==> src/rtl/goldschmidt_sched.sv <==
// Start/done sequencer driving the shared Goldschmidt divide/sqrt datapath selects and enables.
// Optional abort input is compiled in when GS_ABORT_EN is defined.
module goldschmidt_sched #(
  parameter int DIV_STEPS  = 12,
  parameter int SQRT_STEPS = 16,
  parameter int CNT_W      = 4
) (
  input  logic       clk,
  input  logic       reset,
  input  logic       start,
  input  logic [1:0] op_in,
`ifdef GS_ABORT_EN
  input  logic       abort,
`endif
  output logic [1:0] op,
  output logic [1:0] sA,
  output logic [1:0] sB,
  output logic       cloneA,
  output logic       enableN,
  output logic       enableD,
  output logic       enableK,
  output logic       enableQD,
  output logic       busy,
  output logic       done
);

  typedef enum logic [1:0] {
    IDLE = 2'd0,
    RUN  = 2'd1,
    DONE = 2'd2
  } state_t;

  localparam logic [CNT_W-1:0] DIV_LAST  = CNT_W'(DIV_STEPS - 1);
  localparam logic [CNT_W-1:0] SQRT_LAST = CNT_W'(SQRT_STEPS - 1);

  state_t           state_q, state_d;
  logic [CNT_W-1:0] count_q, count_d;
  logic [1:0]       op_q, op_d;
  logic [8:0]       ctl_q;
  logic             busy_q, done_q;
  logic             abort_w;
  logic [CNT_W-1:0] last_step;

`ifdef GS_ABORT_EN
  assign abort_w = abort;
`else
  assign abort_w = 1'b0;
`endif

  // Control word layout: {sA, sB, cloneA, enableN, enableD, enableK, enableQD}.
  function automatic logic [8:0] decode(state_t s, logic [CNT_W-1:0] c, logic [1:0] o);
    logic [CNT_W-1:0] cc;
    logic             rem, mode, stage;
    logic [1:0]       m3;
    logic [1:0]       a_sel, b_sel;
    logic             clone;
    logic [3:0]       en;
    int               ci;
    a_sel = 2'b00;
    b_sel = 2'b00;
    clone = 1'b0;
    en    = 4'b0000;
    if (s == RUN) begin
      if (o == 2'b00) begin
        cc    = (c > DIV_LAST) ? DIV_LAST : c;
        rem   = (cc == DIV_LAST);
        mode  = (cc >= CNT_W'(2)) && (cc < DIV_LAST);
        stage = cc[0];
        a_sel = {rem, mode};
        b_sel = {mode, stage};
        en    = {~stage, stage, stage, rem};
      end else begin
        cc = (c > SQRT_LAST) ? SQRT_LAST : c;
        ci = int'(cc);
        m3 = 2'(ci % 3);
        case (m3)
          2'd0:    en = 4'b1000;
          2'd1:    en = 4'b0010;
          2'd2:    en = 4'b0110;
          default: en = 4'b0000;
        endcase
        if (ci == 0) begin
          a_sel = 2'b00; b_sel = 2'b00; clone = 1'b0;
        end else if (ci == 1) begin
          a_sel = 2'b00; b_sel = 2'b00; clone = 1'b1;
        end else if (ci == 2) begin
          a_sel = 2'b01; b_sel = 2'b00; clone = 1'b0;
        end else if (ci == 3) begin
          a_sel = 2'b01; b_sel = 2'b10; clone = 1'b0;
        end else begin
          // Steady three-step loop: square, multiply, refine.
          a_sel = 2'b01;
          case (m3)
            2'd1:    begin b_sel = 2'b00; clone = 1'b1; end
            2'd2:    begin b_sel = 2'b11; clone = 1'b0; end
            default: begin b_sel = 2'b10; clone = 1'b0; end
          endcase
        end
      end
    end
    return {a_sel, b_sel, clone, en};
  endfunction

  assign last_step = (op_q == 2'b00) ? DIV_LAST : SQRT_LAST;

  always_comb begin
    state_d = state_q;
    count_d = count_q;
    op_d    = op_q;
    case (state_q)
      IDLE: begin
        if (start) begin
          state_d = RUN;
          count_d = '0;
          op_d    = op_in;
        end
      end
      RUN: begin
        if (abort_w) begin
          state_d = IDLE;
          count_d = '0;
        end else if (count_q >= last_step) begin
          state_d = DONE;
        end else begin
          count_d = count_q + CNT_W'(1);
        end
      end
      DONE: begin
        count_d = '0;
        if (start) begin
          state_d = RUN;
          op_d    = op_in;
        end else begin
          state_d = IDLE;
        end
      end
      default: begin
        state_d = IDLE;
        count_d = '0;
      end
    endcase
  end

  // Outputs are decoded from the next state so every output leaves a flop.
  always_ff @(posedge clk or posedge reset) begin
    if (reset) begin
      state_q <= IDLE;
      count_q <= '0;
      op_q    <= 2'b00;
      ctl_q   <= '0;
      busy_q  <= 1'b0;
      done_q  <= 1'b0;
    end else begin
      state_q <= state_d;
      count_q <= count_d;
      op_q    <= op_d;
      ctl_q   <= decode(state_d, count_d, op_d);
      busy_q  <= (state_d == RUN);
      done_q  <= (state_d == DONE);
    end
  end

  assign op       = op_q;
  assign sA       = ctl_q[8:7];
  assign sB       = ctl_q[6:5];
  assign cloneA   = ctl_q[4];
  assign enableN  = ctl_q[3];
  assign enableD  = ctl_q[2];
  assign enableK  = ctl_q[1];
  assign enableQD = ctl_q[0];
  assign busy     = busy_q;
  assign done     = done_q;

  a_busy_done_excl: assert property (@(posedge clk) disable iff (reset) !(busy && done));
  a_sqrt_no_qd:     assert property (@(posedge clk) disable iff (reset) (op != 2'b00) |-> !enableQD);

endmodule

==> config.mk <==
export PLATFORM = sky130hd
export DESIGN_NAME = goldschmidt_sched
export DESIGN_NICKNAME = d
export VERILOG_FILES = /design/src/rtl/goldschmidt_sched.sv
export SDC_FILE = /design/constraint.sdc
export NUM_CORES = 1
export LEC_CHECK = 0
export ABC_AREA = 0
export CAP_MARGIN = 20
export CELL_PAD_IN_SITES_DETAIL_PLACEMENT = 0
export CELL_PAD_IN_SITES_GLOBAL_PLACEMENT = 1
export CORE_UTILIZATION = 36
export CTS_CLUSTER_SIZE = 28
export DETAILED_ROUTE_END_ITERATION = 7
export PLACE_DENSITY = 0.73
export SLEW_MARGIN = 30
export SYNTH_ARGS = -nofsm -noshare
export SYNTH_HDL_FRONTEND = slang
export SYNTH_SLANG_ARGS = --single-unit
==> constraint.sdc <==
create_clock -name clk -period 4.45 [get_ports clk]
set_input_delay 0.445 -clock clk [delete_from_list [all_inputs] [get_ports clk]]
set_output_delay 0.445 -clock clk [all_outputs]
set_load 0.02 [all_outputs]
==> results.py <==
metrics = {
    "status": {
        "status": "complete, but fails checks",
        "violations": "negative setup slack",
    },
    "place": {
        "portBuffers": 17,
        "place.gp.congestion": 0.770,
        "place_inst": 206,
        "dp_hpwl_mm": 2.11,
    },
    "worst_setup_path": {
        "critPathLaunchType": "flip-flop",
        "setup.worst_path.end_class": "flip-flop",
        "critical_path_arrival_ns": 4.74,
        "path_max_fanout": 5,
        "cp_slowest_cell": "dfrtp_2",
        "timing.critical_path.mode_cell": "ha_4",
        "critical_path.top_delay_family": "compound AO/OA/AOI/OAI gates",
        "path_buf_inv": 1,
        "cp_cell_sequence": "nor2_4 -> ha_4 -> a21o_4 -> and2_4 -> a311oi_4 -> inv_2 -> ha_4 -> ha_4 -> or3_4 -> o31ai_4 -> nor2_1 -> ha_2 -> nor4b_4 -> nand3_2 -> o311ai_4 -> nand2_2 -> o31a_1 -> ha_2 -> o21ai_2 -> o21ai_2 -> a2111oi_4",
        "max_stage_delay_ns": 0.44,
        "crit_type": "flip-flop to flip-flop",
        "rrSetupSlack_ns": -0.1,
        "crit_required_ns": 4.64,
    },
    "logic_synthesis": {
        "synth-seq-cells": 18,
        "synth_area_leaders": "dfrtp_1, ha_1, nand2_1",
        "netlist_instances": 116,
        "yosysWarnings": 0,
        "synth_xor_area_frac": 0.0154,
        "synth_fa_ha_area_frac": 0.0987,
        "synthFlopType": "dfrtp_1",
        "muxShareOfSynthArea": 0,
        "synth_area_leader_cell": "dfrtp_1",
        "synth_compound_area_frac": 0.242,
        "synthArstFlopShare": 1.00,
        "seq_area_frac_synth": 0.395,
        "yosys.area.top_type_share": 0.395,
        "synth_fp_nets": 130,
        "synth-simple-area-share": 0.194,
        "synth-edff-count": 0,
        "synth_top_family_by_area": "compound AO/OA/AOI/OAI gates",
        "syn_avg_cell_area_um2": 9.84,
        "synth_area_mm2": 0.00114,
        "synth_cell_type_count": 41,
    },
    "die": {
        "start_util": 0.377,
        "core_mm2": 0.00303,
        "die_y_um": 58.3,
        "die_w_um": 58.3,
        "rows": 20,
        "die_area_mm2": 0.00340,
        "io_pins": 18,
    },
    "sta": {
        "relSlewSlack": 0.522,
        "timing.fmax_ghz": 0.220,
        "hold_viol": 0,
        "slew_viol_final": 0,
        "period_minus_slack_ns": 4.55,
        "setup_viol": 2,
        "setup_tns_ns": -0.151,
        "fin_ws_ns": -0.0960,
        "rsz0062_at_grt": "yes",
        "skew_ns": 0.0102,
        "period_share": 1.02,
        "worst-slew-pin-transition_ns": 0.717,
    },
    "clocking": {
        "clk_pin_slew_worst_paths_ns": 0.11,
        "cts_root_buffer": "clkbuf_4",
        "htree_levels": 1,
        "insertion_delay_ns": 0.30,
        "cts-hold-fix-buffers": 0,
        "numCtsBuffers": 3,
        "clockBufferDepth": 2,
        "cts_sinks": 18,
        "cts_tree": "yes",
    },
    "detailed_routing": {
        "ant_nets": 0,
        "met3WireLength_um": 78,
        "wl_per_cell_um": 13.3,
        "vias_per_cell": 4.93,
        "dr_wl_met2_mm": 1.55,
        "drc_errors": 0,
        "dr.pass1.iters": 4,
        "wl_met1_mm": 1.33,
        "top_layer_used": "met4",
        "vias": 1105,
        "drt_iter0_drc": 34,
        "routed_wl_mm": 2.99,
    },
    "layout": {
        "layout-drive-gt1-share": 0.478,
        "finalNonFillerCells": 224,
        "utilization": 0.634,
        "num_antenna_cells": 0,
        "fin_nets": 195,
        "syn2layout_area_growth_pct": 68.2,
    },
    "global_routing": {
        "grt_pass1_wl_mm": 4.84,
        "grt_max_degree": 19,
        "grt_pass1_vias": 1029,
        "gr-total-overflow": 0,
        "antenna_found_initial": 0,
        "track_usage": 0.184,
    },
    "hold_path": {
        "hold_path_class": "input port to async pin",
    },
    "job": {
        "cap_violations": 0,
    },
}
## sequential cells by signal, indices dropped and copies added (netlist names)
register / cells
state_q: 2
op: 2
count_q: 4
ctl_q: 8
done: 1
busy: 1
## kinds of logic (layout without fill, tap and decap cells)
kind of cell    count (synthesis)  after routing
simple gates                   41             41
compound gates                 31             31
flops                          18             18
buf+inv                        15             79
fa+ha+maj                       9              9
xor+xnor                        2              2
## cell usage in the layout, fill, tap and decap left out, types with 2 or more instances in the layout
| cell | n |
|---|---|
| o31ai_1 | 2 |
| clkdlybuf4s50_1 | 17 |
| nor2_1 | 3 |
| or3_4 | 2 |
| dfrtp_2 | 2 |
| nand2_1 | 10 |
| nand4_1 | 3 |
| o31a_1 | 2 |
| inv_1 | 9 |
| clkbuf_4 | 3 |
| nand3_1 | 3 |
| a21oi_1 | 3 |
| a21oi_2 | 2 |
| a211o_1 | 3 |
| o21ai_2 | 2 |
| inv_2 | 3 |
| nor2_2 | 2 |
| nor3_1 | 3 |
| ha_1 | 2 |
| nand3b_1 | 2 |
| buf_6 | 3 |
| nor2b_1 | 2 |
| o21a_1 | 4 |
| dfrtp_1 | 16 |
| ha_4 | 4 |
| ha_2 | 3 |
| buf_4 | 43 |
## cell usage after synthesis, types with 3 or more instances
cell type and n:
ha_1 9, a21oi_1 5, nor3_1 3, a211o_1 3, o21a_1 4, nor2_1 6
inv_1 9, dfrtp_1 18, inv_2 3, nand4_1 3, nand3_1 4, nand2_1 10
## path summary, 6_finish.rpt
check / start / depth (start not counted) / to
min reg2reg: op[0]$_DFF_PP0_ / 3 / op[0]$_DFF_PP0_
max reg2reg: op[0]$_DFF_PP0_ / 21 / ctl_q[6]$_DFF_PP0_
max in group asynchronous: reset / 2 / op[0]$_DFF_PP0_
min: reset / 2 / done$_DFF_PP0_
min in group clk: op[0]$_DFF_PP0_ / 3 / op[0]$_DFF_PP0_
max: op[0]$_DFF_PP0_ / 21 / ctl_q[6]$_DFF_PP0_
## repair_timing
item | CTS | global route
resized for setup | 3 | 22
pin swaps | 5 | 16
endpoints found under the setup margin | 2 | 6
buffers inserted | 4 | 10
gates cloned | 0 | 0
## layer usage
layer,track usage,vias to the layer above
li1,-,547
met1,0.257,530
met2,0.299,24
met3,0.0154,4
met4,0.0714,0
met5,0,-
## worst register-to-register path, stage by stage, from the launching register on
cell       delay (ns)
dfrtp_2          0.44
nor2_4           0.14
ha_4             0.21
a21o_4           0.23
and2_4           0.14
a311oi_4         0.26
inv_2            0.10
ha_4             0.18
ha_4             0.18
or3_4            0.34
o31ai_4          0.07
nor2_1           0.08
ha_2             0.19
nor4b_4          0.32
nand3_2          0.14
o311ai_4         0.34
nand2_2          0.12
o31a_1           0.28
ha_2             0.20
o21ai_2          0.07
o21ai_2          0.10
a2111oi_4        0.33
## through the flow
step | instance area, um^2 | setup slack [ns] | hold WS (ns)
5_1_grt | 1920 | -0.323 | 0.626
3_3_place_gp | 1630 | -0.0586 | 0.502
4_1_cts | 1710 | 0.00248 | 0.577
6_report | 1920 | -0.0960 | 0.557
3_5_place_dp | 1630 | -0.181 | 0.512
2_1_floorplan | 1180 | 0.000834 | 0.383
## area by class of cell
type,count,area [um^2]
Tap cell,44,55.1
Multi-Input combinational cell,83,803
Inverter,12,45.0
Timing Repair Buffer,63,527
Sequential cell,18,453
Fill cell,253,1110
Clock buffer,4,36.3
Power is left out: the tool's default activity adds up to more than one toggle a clock period on the data nets, which glitch-free logic cannot reach.
